### config.mk
export PLATFORM = sky130hd
export DESIGN_NAME = bit_serial_subtractor
export DESIGN_NICKNAME = d
export VERILOG_FILES = /design/src/rtl/bit_serial_pkg.sv /design/src/rtl/full_subtractor_1bit.sv /design/src/rtl/bit_serial_subtractor.sv
export SDC_FILE = /design/constraint.sdc
export NUM_CORES = 1
export LEC_CHECK = 0
export ABC_AREA = 1
export BUFFER_PORTS_ARGS = -buffer_cell sky130_fd_sc_hd__buf_2
export CAP_MARGIN = 20
export CORE_MARGIN = 10
export CORE_UTILIZATION = 40
export CTS_CLUSTER_SIZE = 25
export DETAILED_ROUTE_END_ITERATION = 12
export PLACE_DENSITY = 0.73
export SYNTH_ARGS = -nofsm -noshare
export SYNTH_HDL_FRONTEND = slang
export SYNTH_SLANG_ARGS = --single-unit
### constraint.sdc
create_clock -name clk -period 1.2 [get_ports clk]
set_input_delay 0.12 -clock clk [delete_from_list [all_inputs] [get_ports clk]]
set_output_delay 0.12 -clock clk [all_outputs]
set_load 0.005 [all_outputs]
### src/rtl/bit_serial_pkg.sv
// ============================================================================
// Module  : bit_serial_pkg
// Brief   : Shared types and helpers for the bit-serial subtractor.
// Revision: 1.0 - initial release
// ============================================================================
`default_nettype none

package bit_serial_pkg;

    typedef enum logic [1:0] {
        IDLE = 2'd0,
        RUN  = 2'd1,
        DONE = 2'd2
    } state_e;

    // Bit-counter width; never narrower than one bit.
    function automatic int cnt_width(input int width);
        return (width > 2) ? $clog2(width) : 1;
    endfunction

endpackage : bit_serial_pkg

`default_nettype wire

### src/rtl/full_subtractor_1bit.sv
// ============================================================================
// Module  : full_subtractor_1bit
// Brief   : Combinational one-bit full subtractor cell (a - b - b_in).
// Revision: 1.0 - initial release
// ============================================================================
`default_nettype none

module full_subtractor_1bit (
    input  logic a,
    input  logic b,
    input  logic b_in,
    output logic diff,
    output logic b_out
);

    assign diff  = a ^ b ^ b_in;
    assign b_out = (~a & b) | (~(a ^ b) & b_in);

endmodule : full_subtractor_1bit

`default_nettype wire

### src/rtl/bit_serial_subtractor.sv
// ============================================================================
// Module  : bit_serial_subtractor
// Brief   : LSB-first serial a - b using one full-subtractor cell over WIDTH
//           cycles, with valid/ready handshakes on both sides.
// Revision: 1.0 - initial release
// ============================================================================
`default_nettype none

module bit_serial_subtractor
    import bit_serial_pkg::*;
#(
    parameter int WIDTH = 8
) (
    input  logic             clk,
    input  logic             rst_n,
    input  logic             in_valid,
    output logic             in_ready,
    input  logic [WIDTH-1:0] a,
    input  logic [WIDTH-1:0] b,
    output logic             out_valid,
    input  logic             out_ready,
    output logic [WIDTH-1:0] diff,
    output logic             borrow_out,
    output logic             overflow,
    output logic             busy
);

    localparam int               CNT_W  = cnt_width(WIDTH);
    localparam logic [CNT_W-1:0] C_LAST = CNT_W'(WIDTH - 1);

    state_e             state_q,  state_d;
    logic [CNT_W-1:0]   cnt_q,    cnt_d;
    logic [WIDTH-1:0]   a_sh_q,   a_sh_d;
    logic [WIDTH-1:0]   b_sh_q,   b_sh_d;
    logic [WIDTH-1:0]   diff_q,   diff_d;
    logic               borrow_q, borrow_d;
    logic               a_msb_q,  a_msb_d;
    logic               b_msb_q,  b_msb_d;

    logic               w_cell_diff;
    logic               w_cell_bout;

    full_subtractor_1bit u_cell (
        .a     (a_sh_q[0]),
        .b     (b_sh_q[0]),
        .b_in  (borrow_q),
        .diff  (w_cell_diff),
        .b_out (w_cell_bout)
    );

    always_comb begin
        state_d  = state_q;
        cnt_d    = cnt_q;
        a_sh_d   = a_sh_q;
        b_sh_d   = b_sh_q;
        diff_d   = diff_q;
        borrow_d = borrow_q;
        a_msb_d  = a_msb_q;
        b_msb_d  = b_msb_q;

        case (state_q)
            IDLE: begin
                if (in_valid) begin
                    a_sh_d   = a;
                    b_sh_d   = b;
                    a_msb_d  = a[WIDTH-1];
                    b_msb_d  = b[WIDTH-1];
                    diff_d   = '0;
                    borrow_d = 1'b0;
                    cnt_d    = '0;
                    state_d  = RUN;
                end
            end
            RUN: begin
                // Result bits enter at the MSB so the LSB lands at bit 0 after WIDTH shifts.
                diff_d   = {w_cell_diff, diff_q[WIDTH-1:1]};
                a_sh_d   = a_sh_q >> 1;
                b_sh_d   = b_sh_q >> 1;
                borrow_d = w_cell_bout;
                cnt_d    = cnt_q + CNT_W'(1);
                if (cnt_q == C_LAST) begin
                    state_d = DONE;
                end
            end
            DONE: begin
                if (out_ready) begin
                    state_d = IDLE;
                end
            end
            default: begin
                state_d = IDLE;
            end
        endcase
    end

    always_ff @(posedge clk or negedge rst_n) begin
        if (!rst_n) begin
            state_q  <= IDLE;
            cnt_q    <= '0;
            a_sh_q   <= '0;
            b_sh_q   <= '0;
            diff_q   <= '0;
            borrow_q <= 1'b0;
            a_msb_q  <= 1'b0;
            b_msb_q  <= 1'b0;
        end else begin
            state_q  <= state_d;
            cnt_q    <= cnt_d;
            a_sh_q   <= a_sh_d;
            b_sh_q   <= b_sh_d;
            diff_q   <= diff_d;
            borrow_q <= borrow_d;
            a_msb_q  <= a_msb_d;
            b_msb_q  <= b_msb_d;
        end
    end

    assign in_ready   = (state_q == IDLE);
    assign out_valid  = (state_q == DONE);
    assign busy       = (state_q == RUN);
    assign diff       = diff_q;
    assign borrow_out = borrow_q;
    // Signed overflow: operand signs differ and the result sign departs from the minuend.
    assign overflow   = (a_msb_q != b_msb_q) && (diff_q[WIDTH-1] != a_msb_q);

endmodule : bit_serial_subtractor

`default_nettype wire

[Word level (Yosys, flattened, before mapping)]
Index checks and enable logic that the tools add are counted.
Word-level totals
  register bits after elaboration: 32
  input port bits: 20
  output and inout bits: 13
  word-level logic and storage cells: 44
Cells by class
  add/sub/neg operators: 1
  equality and inequality tests: 8
  muxes and demuxes: 14
  bitwise operators: 7
  reduce and logical (&&, ||, !) cells: 6
Operators with widths (count)
  $pmux W8 S2: 3
  $mux W8: 3
  $mux W2: 3
  $pmux W2 S3: 1
  $pmux W3 S2: 1
  $ne A2 B1 Y1 const B: 2
  $reduce_and A2 Y1: 2
  $add A3 B1 Y3 const B: 1
  $eq A3 B3 Y1 const B: 1
  $mux W3: 1
  $reduce_and A3 Y1: 1
  $and A1 B1 Y1: 2
  $eq A2 B1 Y1 const B: 1
  $eq A2 B2 Y1 const B: 1
  $logic_not A2 Y1: 1
  $ne A1 B1 Y1: 2
  $ne A2 B2 Y1 const B: 1
  $not A1 Y1: 2
  $pmux W1 S2: 1
  $reduce_bool A2 Y1: 1
  $xor A1 B1 Y1: 2
  $logic_and A1 B1 Y1: 1
  $mux W1: 1
  $or A1 B1 Y1: 1

[Logic depth before layout (Yosys ltp)]
Gate-level depths: netlist of run 1.
  word-level depth: 5
  mapped depth: 7
  mapped depth without buffers: 6

[Hierarchy]
From an unflattened synthesis of run 1, not the netlist that was laid out.
Second synthesis, totals
  cells, all modules: 192
  area total of the unflattened synthesis: 1530.2 um^2
Modules (own cells, without submodules)
  bit_serial_subtractor: times used 1, cells an instance 188, area each 1498.9 um^2, seq. area each 800.8 um^2
  full_subtractor_1bit: times used 1, cells an instance 4, area each 31.3 um^2, seq. area each 0.0 um^2

[Least setup slack after synthesis of run 1]
No wires, ideal clock.
  path kind: flip-flop to flip-flop
  start point: reg borrow_q, in the netlist borrow_out
  end point: reg diff_q[7], in the netlist diff[7]
  library setup time: 0.126 ns
  arrival time: 0.991 ns
  required time: 1.074 ns
  path slack: 0.083 ns
  cell stages (with the launch flop): 3
  period minus slack after synthesis: 1.117 ns
  cell sequence: dfrtp_1 > fa_1 > o21ai_0
Between the ends
  cells in the longest elaborated chain, start to end: 2
Ends and longest elaborated chain
  start: declaration: RTL line bit_serial_subtractor.sv:36  | logic borrow_q, borrow_d;
  start signal: assignment: RTL line bit_serial_subtractor.sv:112  | borrow_q <= borrow_d;
  $xor A1 B1 Y1: RTL line full_subtractor_1bit.sv:16  | assign diff = a ^ b ^ b_in;
  $pmux W8 S2: RTL line bit_serial_subtractor.sv:61  | case (state_q)
  end signal: assignment: RTL line bit_serial_subtractor.sv:111  | diff_q <= diff_d;
  end: declaration: RTL line bit_serial_subtractor.sv:35  | logic [WIDTH-1:0] diff_q, diff_d;
Every way passes these cells.
A chain may end at the register's enable or synchronous reset.

[Worst setup path after layout of run 1]
  start point: reg state_q[0]
  end point: out busy
Between the ends
  cells in the longest elaborated chain, start to end: 1
Ends and longest elaborated chain
  start: declaration: RTL line bit_serial_subtractor.sv:31  | state_e state_q, state_d;
  start signal: assignment: RTL line bit_serial_subtractor.sv:107  | state_q <= state_d;
  $eq A2 B1 Y1: RTL line bit_serial_subtractor.sv:120  | assign busy = (state_q == RUN);
  end: declaration: RTL line bit_serial_subtractor.sv:25  | output logic busy
Every way passes these cells.

==> flow_summary_export.csv, run 1 <==
group,metric,value,unit
global_route,antenna_found_initial,0,
synthesis,syn_area_per_cell,8.04,um2
critical_path,crit_arrival,1.08,ns
floorplanning,core_area,3660,um2
critical_path,cp_slowest_cell,"dfrtp_2",
clocking,cts-buffers-inserted,5,
power,power.leakage,1.08,nW
synthesis,synth_top_cell_by_area,"dfrtp_1",
sta,min_period_over_period,1.00,
sta,setup_slack,-0.00458,ns
critical_path,crit_path_end_kind,"primary output",
worst_hold_path,hold_path_class,"in -> reg",
global_route,grt_pass1_wl,5620,um
routing,via_per_inst,4.50,
routing,drcViolationCount,0,
synthesis,synth_top_cells_by_area,"dfrtp_1 (53%), nand2_1 (26%), nand3_1 (4.6%)",
power,power.density,2470,nW/um2
synthesis,yosysMostFrequentCell,"nand2_1",
sta,drv_slew,0,
synthesis,syn-num-nets,212,
global_route,grt_max_degree,33,
synthesis,yosysTopAreaCellShare,0.527,
critical_path,cpPeakStageDelay,0.47,ns
sta,slew-limit-headroom,0.736,
clocking,cts_max_level,2,
sta,hold_viol,0,
floorplanning,fp.dieArea,6670,um2
synthesis,synthCells,189,
sta,skew,0.00635,ns
clocking,path_clk_slew,0.07,ns
sta,tightest_slew,0.395,ns
routing,firstDrtPassIters,4,
synthesis,synthArstFlopShare,1.00,
final_layout,num-nets-final,258,
final_layout,antenna_cells,0,
floorplanning,ioPinCount,33,
synthesis,synth_edf_count,0,
routing,post_drt_wl_per_cell,12.0,um
clocking,insertion_delay,0.28,ns
critical_path,path_class,"reg -> out",
critical_path,critPathRequiredTime,1.08,ns
critical_path,cp_top_family,"flip-flops",
synthesis,ys.warnings.count,0,
routing,vias,1274,
place,gp_congestion,0.787,
synthesis,mappedNetlistArea,1520,um2
place,io_buffers,32,
synthesis,ys_types,15,
floorplanning,placementRows,22,
place,dp.cells,268,
critical_path,critPathBufInv,2,
critical_path,cp_max_fo,5,
clocking,clockBufferDepth,2,
final_layout,post-route-util,0.522,
global_route,grt_overflow_total,0,
floorplanning,die_y,81.7,um
place,dpl.hpwl,2340,um
critical_path,cp-start-kind,"flop",
sta,max_freq,830,MHz
power,irDropWorstVdd,1.09,mV
clocking,tritoncts,"done",
run_status,status,"complete, but fails checks",
final_layout,syn2layout_area_growth,25.8,%
final_layout,layout-drive-gt1-share,0.255,
sta,min_period,1.20,ns
global_route,grtUsageTotal,0.108,
synthesis,synth_ff_type,"dfrtp_1",
routing,dr.first_iter.drc_count,87,
synthesis,synth_common_cells,"nand2_1 (106), dfrtp_1 (32), nand3_1 (14)",
critical_path,crit_chain,"nand2_4 -> clkinvlp_4 -> buf_6",
routing,postRouteAntennaNets,0,
run_status,failed_checks,"negative setup slack",
synthesis,seq_area_frac_synth,0.527,
job,cap_violations,0,
clocking,cts-root-buf,"clkbuf_8",
sta,setup_violations,1,
clocking,clock_sinks,32,
floorplanning,die_x,81.7,um
sta,grt_setup_unrepaired,"true",
final_layout,final_cells,283,
sta,fin_setup_tns,-0.00458,ns
synthesis,synth_seq_cells,32,
global_route,grt_pass1_vias,1145,
routing,routed_wl,3400,um
floorplanning,start_util,0.415,
## per-layer routing
metal	track usage	part of all wire	up-vias
met5	0	0	-
met4	0.0306	0.0062	0
met3	0.0426	0.056	4
met2	0.159	0.48	25
met1	0.143	0.46	571
li1	-	-	674
## layout by cell type (no fill, tap or decap), drive strengths merged, types with 2 or more instances in the layout
master  count
nand2     107
buf        47
dfrtp      32
nand3      14
o21ai      11
inv         8
clkbuf      6
nor2        3
ha          2
## final cells by class
class / count / area, um2
clock buffer: 6 / 72.6
tap: 48 / 60.1
timing repair buffer: 48 / 313
clock inverter: 1 / 5.00
sequential: 32 / 802
inverter: 9 / 40.0
fill: 345 / 1750
multi-input combinational: 139 / 619
## power by group
part	leakage, nW	total [mW]	internal [mW]	switching (mW)
combinational	0.634	2.07	0.907	1.16
sequential	0.408	1.90	1.56	0.332
clock	0.0410	0.765	0.393	0.372
## through the flow
stage	total power, mW	hold WS, ns	cell area [um2]	setup slack [ns]
floorplan	3.20	-0.176	1520	0.0827
global placement	3.68	0.0848	1730	0.0908
detailed placement	3.73	0.0870	1730	0.0588
CTS	4.68	0.0309	1880	0.000318
global route	5.19	0.0329	1910	-0.0992
finish	4.73	0.0325	1910	-0.00458
## worst register-to-register path: stages (launching register included)
cell and delay, ns:
dfrtp_2 0.47, o21ai_4 0.18, inv_1 0.21, nand2_1 0.14, nand2_1 0.06
## repair_timing
action,CTS,global route
buffers inserted,6,1
pin swaps,2,1
endpoints found under the hold margin,32,0
hold buffers,1,0
gates resized for setup,7,6
setup endpoints to repair,3,17
## registers in the layout (all words and copies together), names as in the netlist
signal,flops
a_sh_q,8
b_sh_q,8
diff,8
cnt_q,3
state_q,2
a_msb_q,1
b_msb_q,1
borrow_out,1
## path summary, 6_finish.rpt
check | start | end | slack, ns | cells past startpoint
min in group asynchronous | rst_n | state_q[1] | 0.32 | 3
worst min-delay path | out_ready | state_q[1] | 0.03 | 2
worst max register to register | state_q[0] | a_sh_q[2] | 0.03 | 4
max in group asynchronous | rst_n | state_q[0] | 0.70 | 3
worst max-delay path | state_q[0] | busy | -0.005 | 3
worst min register to register | a_sh_q[4] | a_sh_q[4] | 0.48 | 2
## logic make-up (layout without fill, tap and decap cells)
family / Yosys count / after routing / synth area share
compound gates: 12 / 12 / 0.0486
fa+ha+maj: 3 / 3 / 0.0296
buf+inv: 18 / 64 / 0.0757
flops: 32 / 32 / 0.527
simple gates: 124 / 124 / 0.319
No activity file was read; power rests on OpenSTA's default activity.
==> inputs of run 2 (changes only) <==
--- a/config.mk
+++ b/config.mk
@@ -8,11 +8,15 @@
 export ABC_AREA = 1
 export BUFFER_PORTS_ARGS = -buffer_cell sky130_fd_sc_hd__buf_2
 export CAP_MARGIN = 20
+export CELL_PAD_IN_SITES_DETAIL_PLACEMENT = 0
+export CELL_PAD_IN_SITES_GLOBAL_PLACEMENT = 1
 export CORE_MARGIN = 10
-export CORE_UTILIZATION = 40
+export CORE_UTILIZATION = 39
 export CTS_CLUSTER_SIZE = 25
 export DETAILED_ROUTE_END_ITERATION = 12
-export PLACE_DENSITY = 0.73
+export HOLD_SLACK_MARGIN = 0.15
+export PLACE_DENSITY = 0.89
+export RECOVER_POWER = 25
 export SYNTH_ARGS = -nofsm -noshare
 export SYNTH_HDL_FRONTEND = slang
 export SYNTH_SLANG_ARGS = --single-unit
==> flow_summary_export.csv, run 2 (synthesized netlist as in run 1, its figures left out) <==
group,metric,value,unit
run_status,status,"complete, but fails checks",
run_status,failed_checks,"negative setup slack",
critical_path,timing.rr.start,"state_q[0]",
critical_path,crit_path_end_kind,"primary output",
worst_hold_path,hold-path-endpoint,"b_sh_q[0]",
sta,min_period_over_period,1.04,
clocking,cts_max_level,2,
power,power.density,2350,nW/um2
floorplanning,placementRows,22,
critical_path,crit_chain,"inv_1 -> nor2_1 -> o21ai_1 -> inv_1 -> buf_2",
clocking,tritoncts,"done",
clocking,cts-buffers-inserted,5,
power,power.leakage,1.16,nW
global_route,antenna_found_initial,0,
routing,firstDrtPassIters,4,
place,io_buffers,32,
clocking,insertion_delay,0.28,ns
routing,drcViolationCount,0,
place,gp_congestion,0.736,
routing,vias,1357,
sta,fin_setup_tns,-0.105,ns
clocking,clock_sinks,32,
final_layout,final_cell_mix,"nand2_1 (106), dfrtp_1 (31), buf_2 (31)",
routing,routed_wl,3910,um
final_layout,num-nets-final,274,
global_route,grt_max_degree,29,
global_route,grtUsageTotal,0.124,
critical_path,cp_slowest_cell,"dfrtp_1",
routing,via_per_inst,4.52,
sta,min_period,1.25,ns
critical_path,rr_endpoint,"a_sh_q[0]",
worst_hold_path,hold_start,"b[0]",
final_layout,antenna_cells,0,
clocking,cts-root-buf,"clkbuf_8",
place,place_area,1740,um2
place,dpl.hpwl,2530,um
final_layout,design_area,2090,um2
global_route,grt_overflow_total,0,
routing,post_drt_wl_per_cell,13.0,um
sta,setup_violations,4,
critical_path,crit_arrival,1.13,ns
final_layout,layout-drive-gt1-share,0.258,
sta,slew-limit-headroom,0.685,
job,cap_violations,0,
critical_path,critPathRequiredTime,1.08,ns
critical_path,path_class,"reg -> out",
final_layout,nFillCells,338,
sta,setup_slack,-0.0479,ns
floorplanning,ioPinCount,33,
power,p_total,4.92,mW
critical_path,r2r_cells,4,
global_route,grt_pass1_wl,6540,um
routing,postRouteAntennaNets,0,
final_layout,syn2layout_area_growth,37.4,%
global_route,grt_pass1_vias,1341,
worst_hold_path,hold_depth,5,
sta,skew,0.00458,ns
floorplanning,core_area,3720,um2
critical_path,cpMostUsedCell,"inv_1",
clocking,path_clk_slew,0.07,ns
floorplanning,start_util,0.409,
critical_path,cp-start-kind,"flop",
critical_path,r2r_slack,-0.01,ns
sta,tightest_slew,0.473,ns
sta,grt_setup_unrepaired,"true",
sta,hold_viol,0,
critical_path,critPathBufInv,3,
sta,holdWs,0.158,ns
clocking,clockBufferDepth,2,
floorplanning,fp.dieArea,6800,um2
sta,max_freq,801,MHz
critical_path,cpPeakStageDelay,0.41,ns
floorplanning,die_y,82.4,um
power,irDropWorstVdd,0.908,mV
critical_path,cp_max_fo,3,
sta,drv_slew,0,
final_layout,layout_commonest_cell,"nand2_1",
routing,dr.first_iter.drc_count,80,
floorplanning,die_x,82.4,um
critical_path,cp_top_family,"flip-flops",
worst_hold_path,hold_path_class,"in -> reg",
==> run 2: worst max path at each step <==
stage                    start         to  slack [ns]  cells past startpoint
floorplan           borrow_out    diff[7]        0.08                      2
global placement    state_q[0]  a_sh_q[0]        0.05                      4
detailed placement  state_q[0]  a_sh_q[0]        0.01                      4
CTS                    diff[7]   overflow       -0.04                      5
global route           a_msb_q   overflow        -0.1                      5
finish                 a_msb_q   overflow       -0.05                      5
==> run 2: metrics by stage <==
| step | util | std cells | setup slack, ns |
|---|---|---|---|
| after global routing | 0.562 | 300 | -0.0976 |
| final | 0.562 | 300 | -0.0479 |
| after floorplan | - | 189 | 0.0827 |
| after detailed placement | 0.469 | 268 | 0.0109 |
| after CTS | 0.555 | 298 | -0.0445 |
| after global placement | 0.469 | 268 | 0.0452 |
==> run 2: timing repair <==
action | CTS | global route
endpoints found under the setup margin | 4 | 19
pin swaps | 2 | 0
endpoints found under the hold margin | 49 | 0
gates resized for setup | 9 | 3
gates cloned | 0 | 0
hold buffers | 16 | 0
setup buffers | 6 | 2
==> run 2: per-layer routing <==
metal / track usage / vias up / share of wire
li1: - / 707 / -
met1: 0.160 / 611 / 0.45
met2: 0.193 / 35 / 0.47
met3: 0.0378 / 4 / 0.065
met4: 0.0459 / 0 / 0.013
met5: 0 / - / 0
==> run 2: power by group <==
part	internal (mW)	leakage (nW)	total (mW)	switching, mW
logic	0.958	0.700	2.16	1.20
clock network	0.457	0.0510	0.860	0.403
registers	1.56	0.408	1.90	0.338
==> run 2: cell type report <==
| cell class | instances | area [um2] | share of cell area |
|---|---|---|---|
| Inverter | 9 | 37.5 | 0.0180 |
| Tap cell | 48 | 60.1 | 0.0288 |
| Clock inverter | 2 | 10.0 | 0.00479 |
| Clock buffer | 6 | 82.6 | 0.0395 |
| Timing Repair Buffer | 64 | 473 | 0.226 |
| Sequential cell | 32 | 802 | 0.384 |
| Multi-Input combinational cell | 139 | 623 | 0.298 |
==> run 2: tightest hold or removal path, cell delays in order <==
cell and delay, ns:
buf_2 0.07, nand2_1 0.05, nand2_1 0.06, nand2_1 0.04, nand2_1 0.05
